$ cat config.mk
export PLATFORM = sky130hd
export DESIGN_NAME = opb_register_simulink2ppc_fifo
export DESIGN_NICKNAME = d
export VERILOG_FILES = /design/src/rtl/opb_register_simulink2ppc_fifo.sv
export SDC_FILE = /design/constraint.sdc
export NUM_CORES = 1
export LEC_CHECK = 0
export ABC_AREA = 1
export CAP_MARGIN = 10
export CORE_MARGIN = 2
export CORE_UTILIZATION = 40
export CTS_BUF_LIST = sky130_fd_sc_hd__clkbuf_8
export DETAILED_ROUTE_END_ITERATION = 12
export REMOVE_ABC_BUFFERS = 1
export SYNTH_ARGS = -nofsm -noshare
export SYNTH_HDL_FRONTEND = slang
export SYNTH_SLANG_ARGS = --single-unit
export TNS_END_PERCENT = 5
$ cat constraint.sdc
create_clock -name OPB_Clk -period 3 [get_ports OPB_Clk]
set_input_delay 0.6 -clock OPB_Clk [delete_from_list [all_inputs] [get_ports OPB_Clk]]
set_output_delay 0.6 -clock OPB_Clk [all_outputs]
set_load 0.02 [all_outputs]
$ cat src/rtl/opb_register_simulink2ppc_fifo.sv
// rtl/opb_register_simulink2ppc_fifo.sv - OPB slave that lets the PowerPC read words pushed by fabric logic through a FIFO
module opb_register_simulink2ppc_fifo #(
    parameter logic [31:0] C_BASEADDR    = 32'h01001100,
    parameter logic [31:0] C_HIGHADDR    = 32'h010011FF,
    parameter int          C_OPB_AWIDTH  = 32,
    parameter int          C_OPB_DWIDTH  = 32,
    parameter              C_FAMILY      = "virtex6",
    parameter int          C_FIFO_AWIDTH = 4
) (
    input  logic                      OPB_Clk,
    input  logic                      OPB_Rst,
    output logic [0:C_OPB_DWIDTH-1]   Sl_DBus,
    output logic                      Sl_errAck,
    output logic                      Sl_retry,
    output logic                      Sl_toutSup,
    output logic                      Sl_xferAck,
    input  logic [0:C_OPB_AWIDTH-1]   OPB_ABus,
    input  logic [0:3]                OPB_BE,
    input  logic [0:C_OPB_DWIDTH-1]   OPB_DBus,
    input  logic                      OPB_RNW,
    input  logic                      OPB_select,
    input  logic                      OPB_seqAddr,
    input  logic [31:0]               user_data_in,
    input  logic                      user_valid,
    output logic                      user_full
);

    localparam int AW = C_FIFO_AWIDTH;
    localparam logic [AW:0] DEPTH_C = {1'b1, {AW{1'b0}}};

    logic [31:0]   addr;
    logic [31:0]   wdata;
    logic [3:0]    be;
    logic [1:0]    offset;
    logic          hit;
    logic          take;
    logic          is_full;
    logic          is_empty;
    logic [31:0]   status_word;
    logic [31:0]   rd_word;
    logic          push_ok;
    logic          ovf_set;
    logic [AW:0]   count_next;

    logic [31:0]   mem [2**AW];
    logic [AW-1:0] wptr;
    logic [AW-1:0] rptr;
    logic [AW:0]   count;
    logic          ovf;
    logic          udf;
    logic [31:0]   dbus_q;

    // Side effects captured in the hit cycle and committed at the end of the ack cycle
    logic          pend_pop;
    logic          pend_udf;
    logic          pend_clr_ovf;
    logic          pend_clr_udf;
    logic          pend_flush;

    // Vector assignment keeps the big-endian bus bit 0 as our bit 31
    assign addr  = OPB_ABus;
    assign wdata = OPB_DBus;
    assign be    = OPB_BE;

    assign Sl_errAck  = 1'b0;
    assign Sl_retry   = 1'b0;
    assign Sl_toutSup = 1'b0;
    assign Sl_DBus    = dbus_q;

    wire unused_ok = &{1'b0, OPB_seqAddr, be[2:1], wdata[29:1]};

    always_comb begin
        hit      = OPB_select && (addr >= C_BASEADDR) && (addr <= C_HIGHADDR);
        take     = hit && !Sl_xferAck;
        offset   = addr[3:2];
        is_full  = (count == DEPTH_C);
        is_empty = (count == '0);

        status_word           = 32'h0;
        status_word[31]       = ovf;
        status_word[30]       = udf;
        status_word[29]       = is_full;
        status_word[28]       = is_empty;
        status_word[AW:0]     = count;

        rd_word = 32'h0;
        case (offset)
            2'd0:    rd_word = is_empty ? 32'h0 : mem[rptr];
            2'd1:    rd_word = status_word;
            default: rd_word = 32'h0;
        endcase

        // A pop committing this edge frees the slot a full-FIFO push needs
        push_ok = user_valid && !pend_flush && (!is_full || pend_pop);
        ovf_set = user_valid && !pend_flush && is_full && !pend_pop;

        if (pend_flush)
            count_next = '0;
        else
            count_next = count + {{AW{1'b0}}, push_ok} - {{AW{1'b0}}, pend_pop};
    end

    always_ff @(posedge OPB_Clk) begin
        if (push_ok)
            mem[wptr] <= user_data_in;
    end

    always_ff @(posedge OPB_Clk or posedge OPB_Rst) begin
        if (OPB_Rst) begin
            Sl_xferAck   <= 1'b0;
            dbus_q       <= 32'h0;
            user_full    <= 1'b0;
            count        <= '0;
            wptr         <= '0;
            rptr         <= '0;
            ovf          <= 1'b0;
            udf          <= 1'b0;
            pend_pop     <= 1'b0;
            pend_udf     <= 1'b0;
            pend_clr_ovf <= 1'b0;
            pend_clr_udf <= 1'b0;
            pend_flush   <= 1'b0;
        end else begin
            Sl_xferAck   <= take;
            dbus_q       <= (take && OPB_RNW) ? rd_word : 32'h0;

            pend_pop     <= take &&  OPB_RNW && (offset == 2'd0) && !is_empty;
            pend_udf     <= take &&  OPB_RNW && (offset == 2'd0) &&  is_empty;
            pend_clr_ovf <= take && !OPB_RNW && (offset == 2'd1) && be[3] && wdata[31];
            pend_clr_udf <= take && !OPB_RNW && (offset == 2'd1) && be[3] && wdata[30];
            pend_flush   <= take && !OPB_RNW && (offset == 2'd2) && be[0] && wdata[0];

            count     <= count_next;
            user_full <= (count_next == DEPTH_C);

            if (pend_flush) begin
                wptr <= '0;
                rptr <= '0;
            end else begin
                if (push_ok)
                    wptr <= wptr + 1'b1;
                if (pend_pop)
                    rptr <= rptr + 1'b1;
            end

            // Hardware set takes priority over a coincident write-one-to-clear
            ovf <= (ovf && !pend_clr_ovf) || ovf_set;
            udf <= (udf && !pend_clr_udf) || pend_udf;
        end
    end

endmodule

==> results of run 1 <==
[path summary, 6_finish.rpt]
check                              end  slack [ns]  cells after the start
setup reg to reg             user_full        0.44                     16
hold reg to reg                    ovf        0.43                      1
setup / recovery             user_full        0.44                     16
hold / removal              Sl_DBus[3]        0.31                      2
max in group asynchronous  Sl_DBus[16]        2.02                      3
min in group OPB_Clk               ovf        0.43                      1
[logic make-up (layout without fill, tap and decap cells)]
| family | Yosys count | count (layout) | share of synthesized area (%) |
|---|---|---|---|
| flip-flops | 566 | 566 | 74.0 |
| AND/OR/NAND/NOR | 689 | 689 | 12.2 |
| other | 1 | 6 | 0.0166 |
| AO/OA/AOI/OAI | 385 | 385 | 9.33 |
| buffers and inverters | 180 | 386 | 3.69 |
| adder cells (fa/ha/maj) | 12 | 12 | 0.698 |
| XOR/XNOR | 1 | 1 | 0.0388 |
[worst max-delay path, cell delays in order (launching register included)]
cell,delay [ns]
dfrtp_1,0.39
inv_1,0.09
ha_1,0.16
nand3_1,0.09
inv_1,0.10
nand3_1,0.12
nand2_1,0.15
clkinv_1,0.11
ha_1,0.22
fa_1,0.41
nand2_1,0.09
a21oi_1,0.06
nor2_1,0.12
nand2_1,0.07
nand2_1,0.06
nor2_1,0.05
and3_1,0.15
[registers in the layout, indices dropped and copies added, names as in the netlist, 4 cells and up]
register  flops
count         5
rptr          4
mem         512
wptr          4
Sl_DBus      32
[per-stage QoR]
step | TNS (ns) | hold slack (ns) | setup slack (ns) | instances
after floorplan | -169.94 | 0.402 | -5.19 | 1724
after global placement | 0 | 0.425 | 0.278 | 2631
after detailed placement | 0 | 0.431 | 0.258 | 2631
after CTS | 0 | 0.299 | 0.437 | 2798
after global routing | 0 | 0.335 | 0.173 | 2799
final | 0 | 0.309 | 0.445 | 2801
[layer usage]
metal / part of all wire [%] / GRT usage [%] / wire (um)
met5: 0 / 0 / 0
met4: 2.4 / 7.07 / 1300
met3: 6.9 / 3.36 / 3780
met2: 47 / 30.3 / 25600
met1: 44 / 25.0 / 23900
[cell type report]
class | count | area, um2
inverter | 68 | 262
multi-input combinational | 1090 | 5160
tap | 756 | 946
fill | 5000 | 29400
antenna | 3 | 7.51
timing repair buffer | 151 | 1700
clock inverter | 60 | 385
clock buffer | 107 | 1470
sequential | 566 | 16700
[power groups by stage]
stage / logic [mW] / registers, mW / clock network [mW]
2_1_floorplan: 0.806 / 9.65 / 0
3_3_place_gp: 1.65 / 9.64 / 0
3_5_place_dp: 1.69 / 9.66 / 0
4_1_cts: 1.70 / 9.51 / 6.81
5_1_grt: 1.86 / 9.56 / 7.14
6_report: 1.68 / 9.51 / 6.65
[Yosys cell counts, types with 2 or more instances]
library cell | count | area share (%)
nand4_1 | 3 | 0.083
buf_2 | 33 | 0.73
dfrtp_1 | 54 | 6.0
clkbuf_1 | 47 | 0.78
buf_4 | 12 | 0.40
or2_2 | 2 | 0.055
o22ai_1 | 19 | 0.53
inv_1 | 65 | 1.1
o211ai_1 | 59 | 2.0
nor3_1 | 5 | 0.11
buf_8 | 3 | 0.20
o21ai_1 | 34 | 0.75
clkinv_1 | 2 | 0.033
nand2_1 | 160 | 2.7
nor2_1 | 413 | 6.9
o21ai_0 | 255 | 5.6
edfxtp_1 | 512 | 68
buf_1 | 12 | 0.20
buf_6 | 5 | 0.25
a21oi_1 | 14 | 0.31
nand3_1 | 101 | 2.2
ha_1 | 11 | 0.61
==> impl_metrics.tcl, run 1 <==
set metrics [dict create \
    cts_max_level 3 \
    cts_sinks 566 \
    critPathKind "reg -> reg" \
    start_kind "register" \
    async_flop_share_pct 9.54 \
    hold_viol 0 \
    netlist_instances 1834 \
    pwr-share-seq_pct 53.3 \
    p_leak_nw 9.36 \
    num_rows 87 \
    final_common_cell "edfxtp_1" \
    die_w_um 242 \
    rsz0062_at_grt "no" \
    grt_pass1_wl_um 83500 \
    antenna_left 0 \
    hp-class "in -> async" \
    combPwrFrac_pct 9.4 \
    yosysWarnings 0 \
    final_cell_mix "edfxtp_1, nor2_1, o21ai_0" \
    ys_seq_area_share_pct 74.0 \
    final.period_utilization_pct 85.2 \
    grt_antenna_before_repair 1 \
    layout-drive-gt1-share_pct 9.84 \
    setup_viol 0 \
    design.die.area_mm2 0.0584 \
    vias_per_cell 5.13 \
    post-route-util_pct 47.6 \
    vias 14400 \
    dpl-instance-area_mm2 0.0248 \
    maxCapViolations 0 \
    relSlewSlack_pct 47.4 \
    final_nets 2087 \
    routabilityCongestion 0.785 \
    die_y_um 242 \
    clockPowerShare_pct 37.3 \
    power.density_mw_per_mm2 668 \
    slew_viol_final 0 \
    synth.ff_latch_count 566 \
    outcome "finished, final reports clean" \
    worstPathRequired_ns 3.56 \
    wl_per_cell_um 19.5 \
    grt_max_degree 133 \
    io_buffers 101 \
    ir_drop_v 0.000337 \
    totalPowerFinal_mw 17.8 \
    cts_root_buffer "clkbuf_8" \
    syn_avg_cell_area_um2 12.3 \
    finalCriticalPeriod_ns 2.56 \
    cts_tree "done" \
    pin_count 143 \
    synth.distinct_cells 35 \
    cp.arrival_ns 3.12 \
    clockBufferDepth 3 \
    dr.pass1.iters 7 \
    synth_edf_count 512 \
    sw_frac_of_total_pct 24.3 \
    cts_resized 0 \
    tightest_slew_ns 0.789 \
    syn-cell-area_mm2 0.0226 \
    numCtsBuffers 92 \
    drt_iter0_drc 1175 \
    hpwl_um 27900 \
    hold_buffers 0 \
    post_cts_buffers 0 \
    worstSetupStartpoint "count[2]" \
    initial_core_util_pct 40.3 \
    drt_wl_total_um 54600 \
    grt_pass1_vias 14200 \
    clock_latency_ns 0.68 \
    track_usage_pct 18.6 \
    area_growth_pct 18.0 \
    reg2reg_from "count[2]" \
    fmax_mhz 391 \
    grt_overflow 0 \
    drc 0 \
    synthFlopType "edfxtp_1" \
    p_switching_mw 4.33 \
    crit_path_end_kind "register" \
    cp_max_fo 4 \
    p_int_mw 13.5 \
    final_area_mm2 0.0267 \
    core_mm2 0.0561 \
    finClkSkew_ns 0.0359 \
    path_clk_slew_ns 0.06 \
]
(Power assumes the default switching activity.)
==> run 2, diff against run 1 <==
- PLACE_DENSITY: default -> 0.67
==> run 2 against run 1 <==
  * Fmax down 2.2%
  * Sequential cell count unchanged
  * Critical path type unchanged
  * Setup slack worse by 0.059 ns
  * First-iteration DRC count up 18%
  * Die area unchanged
  * Count of clock-buffer cells in the layout down 4
==> impl_metrics.tcl, run 2 (synthesis results as in run 1) <==
set metrics [dict create \
    outcome "finished, final reports clean" \
    hold_buffers 0 \
    relSlewSlack_pct 48.9 \
    grt_pass1_wl_um 82600 \
    grt_pass1_vias 14200 \
    finClkSkew_ns 0.0394 \
    worst-path-buf-inv 3 \
    drt_wl_total_um 53500 \
    cp_common_cell "nand2_1" \
    preCtsSetupSlack_ns 0.271 \
    final_common_cell "edfxtp_1" \
    pin_count 143 \
    cts_resized 0 \
    die_y_um 242 \
    post_cts_buffers 0 \
    cp_max_fo 4 \
    cp_slowest_stage_delay_ns 0.41 \
    numCtsBuffers 90 \
    totalPowerFinal_mw 17.8 \
    cts_tree "done" \
    grt_overflow 0 \
    fill_cells 4822 \
    final_cell_mix "edfxtp_1, nor2_1, o21ai_0" \
    tightest_slew_ns 0.766 \
    crit_slowest_cell "fa_1" \
    design.die.area_mm2 0.0584 \
    core_mm2 0.0561 \
    grt_antenna_before_repair 3 \
    regMostFlops "mem" \
    hpwl_um 28600 \
    path_clk_slew_ns 0.07 \
    setup_ws_ns 0.386 \
    hold_viol 0 \
    num_rows 87 \
    grt_max_degree 159 \
    setup_viol 0 \
    wl_per_cell_um 19.1 \
    final_cells 2806 \
    reg2reg_slack_ns 0.39 \
    vias 14500 \
    path_cells "inv_1, ha_1, nand3_1, inv_1, nand3_1, nand2_1, clkinv_1, ha_1, fa_1, nand2_1, a21oi_1, nor2_1, nand2_1, nand2_1, nor2_1, and3_1" \
    start_kind "register" \
    routabilityCongestion 0.794 \
    clockBufferDepth 3 \
    layout-drive-gt1-share_pct 10.2 \
    vias_per_cell 5.16 \
    seq_area_mm2 0.0167 \
    cts_root_buffer "clkbuf_8" \
    track_usage_pct 18.3 \
    placedCellCount 2637 \
    path_delay_family "simple AND/OR/NAND/NOR gates" \
    crit_path_end_kind "register" \
    rsz0062_at_grt "no" \
    maxCapViolations 0 \
    final.period_utilization_pct 87.1 \
    r2r-end "user_full" \
    initial_core_util_pct 40.3 \
    area_growth_pct 18.3 \
    critPathKind "reg -> reg" \
    ir_drop_v 0.000323 \
    io_buffers 101 \
    finalCriticalPeriod_ns 2.61 \
    cts_max_level 3 \
    final_nets 2091 \
    drt_iter0_drc 1381 \
    cp.arrival_ns 3.14 \
    p_leak_nw 9.37 \
    die_w_um 242 \
    fmax_mhz 383 \
    hp-class "in -> async" \
    power.density_mw_per_mm2 666 \
    drc 0 \
    cts_sinks 566 \
    clock_latency_ns 0.67 \
    reg2reg_from "count[2]" \
    dr.pass1.iters 5 \
    r2r_cells 16 \
    slew_viol_final 0 \
    multi_input_area_mm2 0.00516 \
    worstPathRequired_ns 3.53 \
    antenna_left 0 \
    largest_reg_flops 512 \
]
## run 2: cell types whose count changed in the layout (fill, tap and decap cells not counted), moves of 2 or more
cell and delta:
buf_12 +4, buf_4 +2, clkbuf_8 -4, clkinv_1 +11
clkinv_2 +7, clkinvlp_4 -3, diode_2 -2, inv_1 -13
inv_6 +2
## run 2: final cells by class
cell class | instances | share of cell area (%)
sequential | 566 | 62.6
multi-input combinational | 1090 | 19.3
tap | 756 | 3.54
inverter | 68 | 0.974
clock inverter | 65 | 1.54
antenna | 1 | 0.00936
clock buffer | 103 | 5.30
timing repair buffer | 157 | 6.71
## run 2: layer usage
layer	routed length, um	track usage (%)	vias to the layer above
li1	-	-	6792
met1	22700	24.5	7047
met2	25500	29.6	561
met3	4250	3.96	77
met4	1040	6.38	4
met5	22	0	-
## run 2: where the power goes
part           internal, mW  total, mW  switching (mW)  leakage, nW
logic                 0.524       1.70            1.18         2.99
registers              9.34       9.51           0.171         5.35
clock network          3.58       6.59            3.00         1.04
## run 2: stage by stage
step           area (um2)  setup TNS [ns]  hold WS, ns  util, %
3_3_place_gp        24900               0        0.423     44.4
2_1_floorplan       22000         -169.94        0.402        -
4_1_cts             26700               0        0.336     47.7
3_5_place_dp        24900               0        0.428     44.4
5_1_grt             26700               0        0.385     47.7
6_report            26700               0        0.351     47.7
## run 2: worst max-delay path by stage
stage | to | slack [ns] | startpoint | cells past startpoint
2_1_floorplan | Sl_DBus[0] | -5.19 | rptr[0] | 8
3_5_place_dp | user_full | 0.27 | user_valid | 14
4_1_cts | user_full | 0.41 | count[2] | 16
6_report | user_full | 0.39 | count[2] | 16
5_1_grt | user_full | 0.22 | count[3] | 16
3_3_place_gp | user_full | 0.23 | user_valid | 14
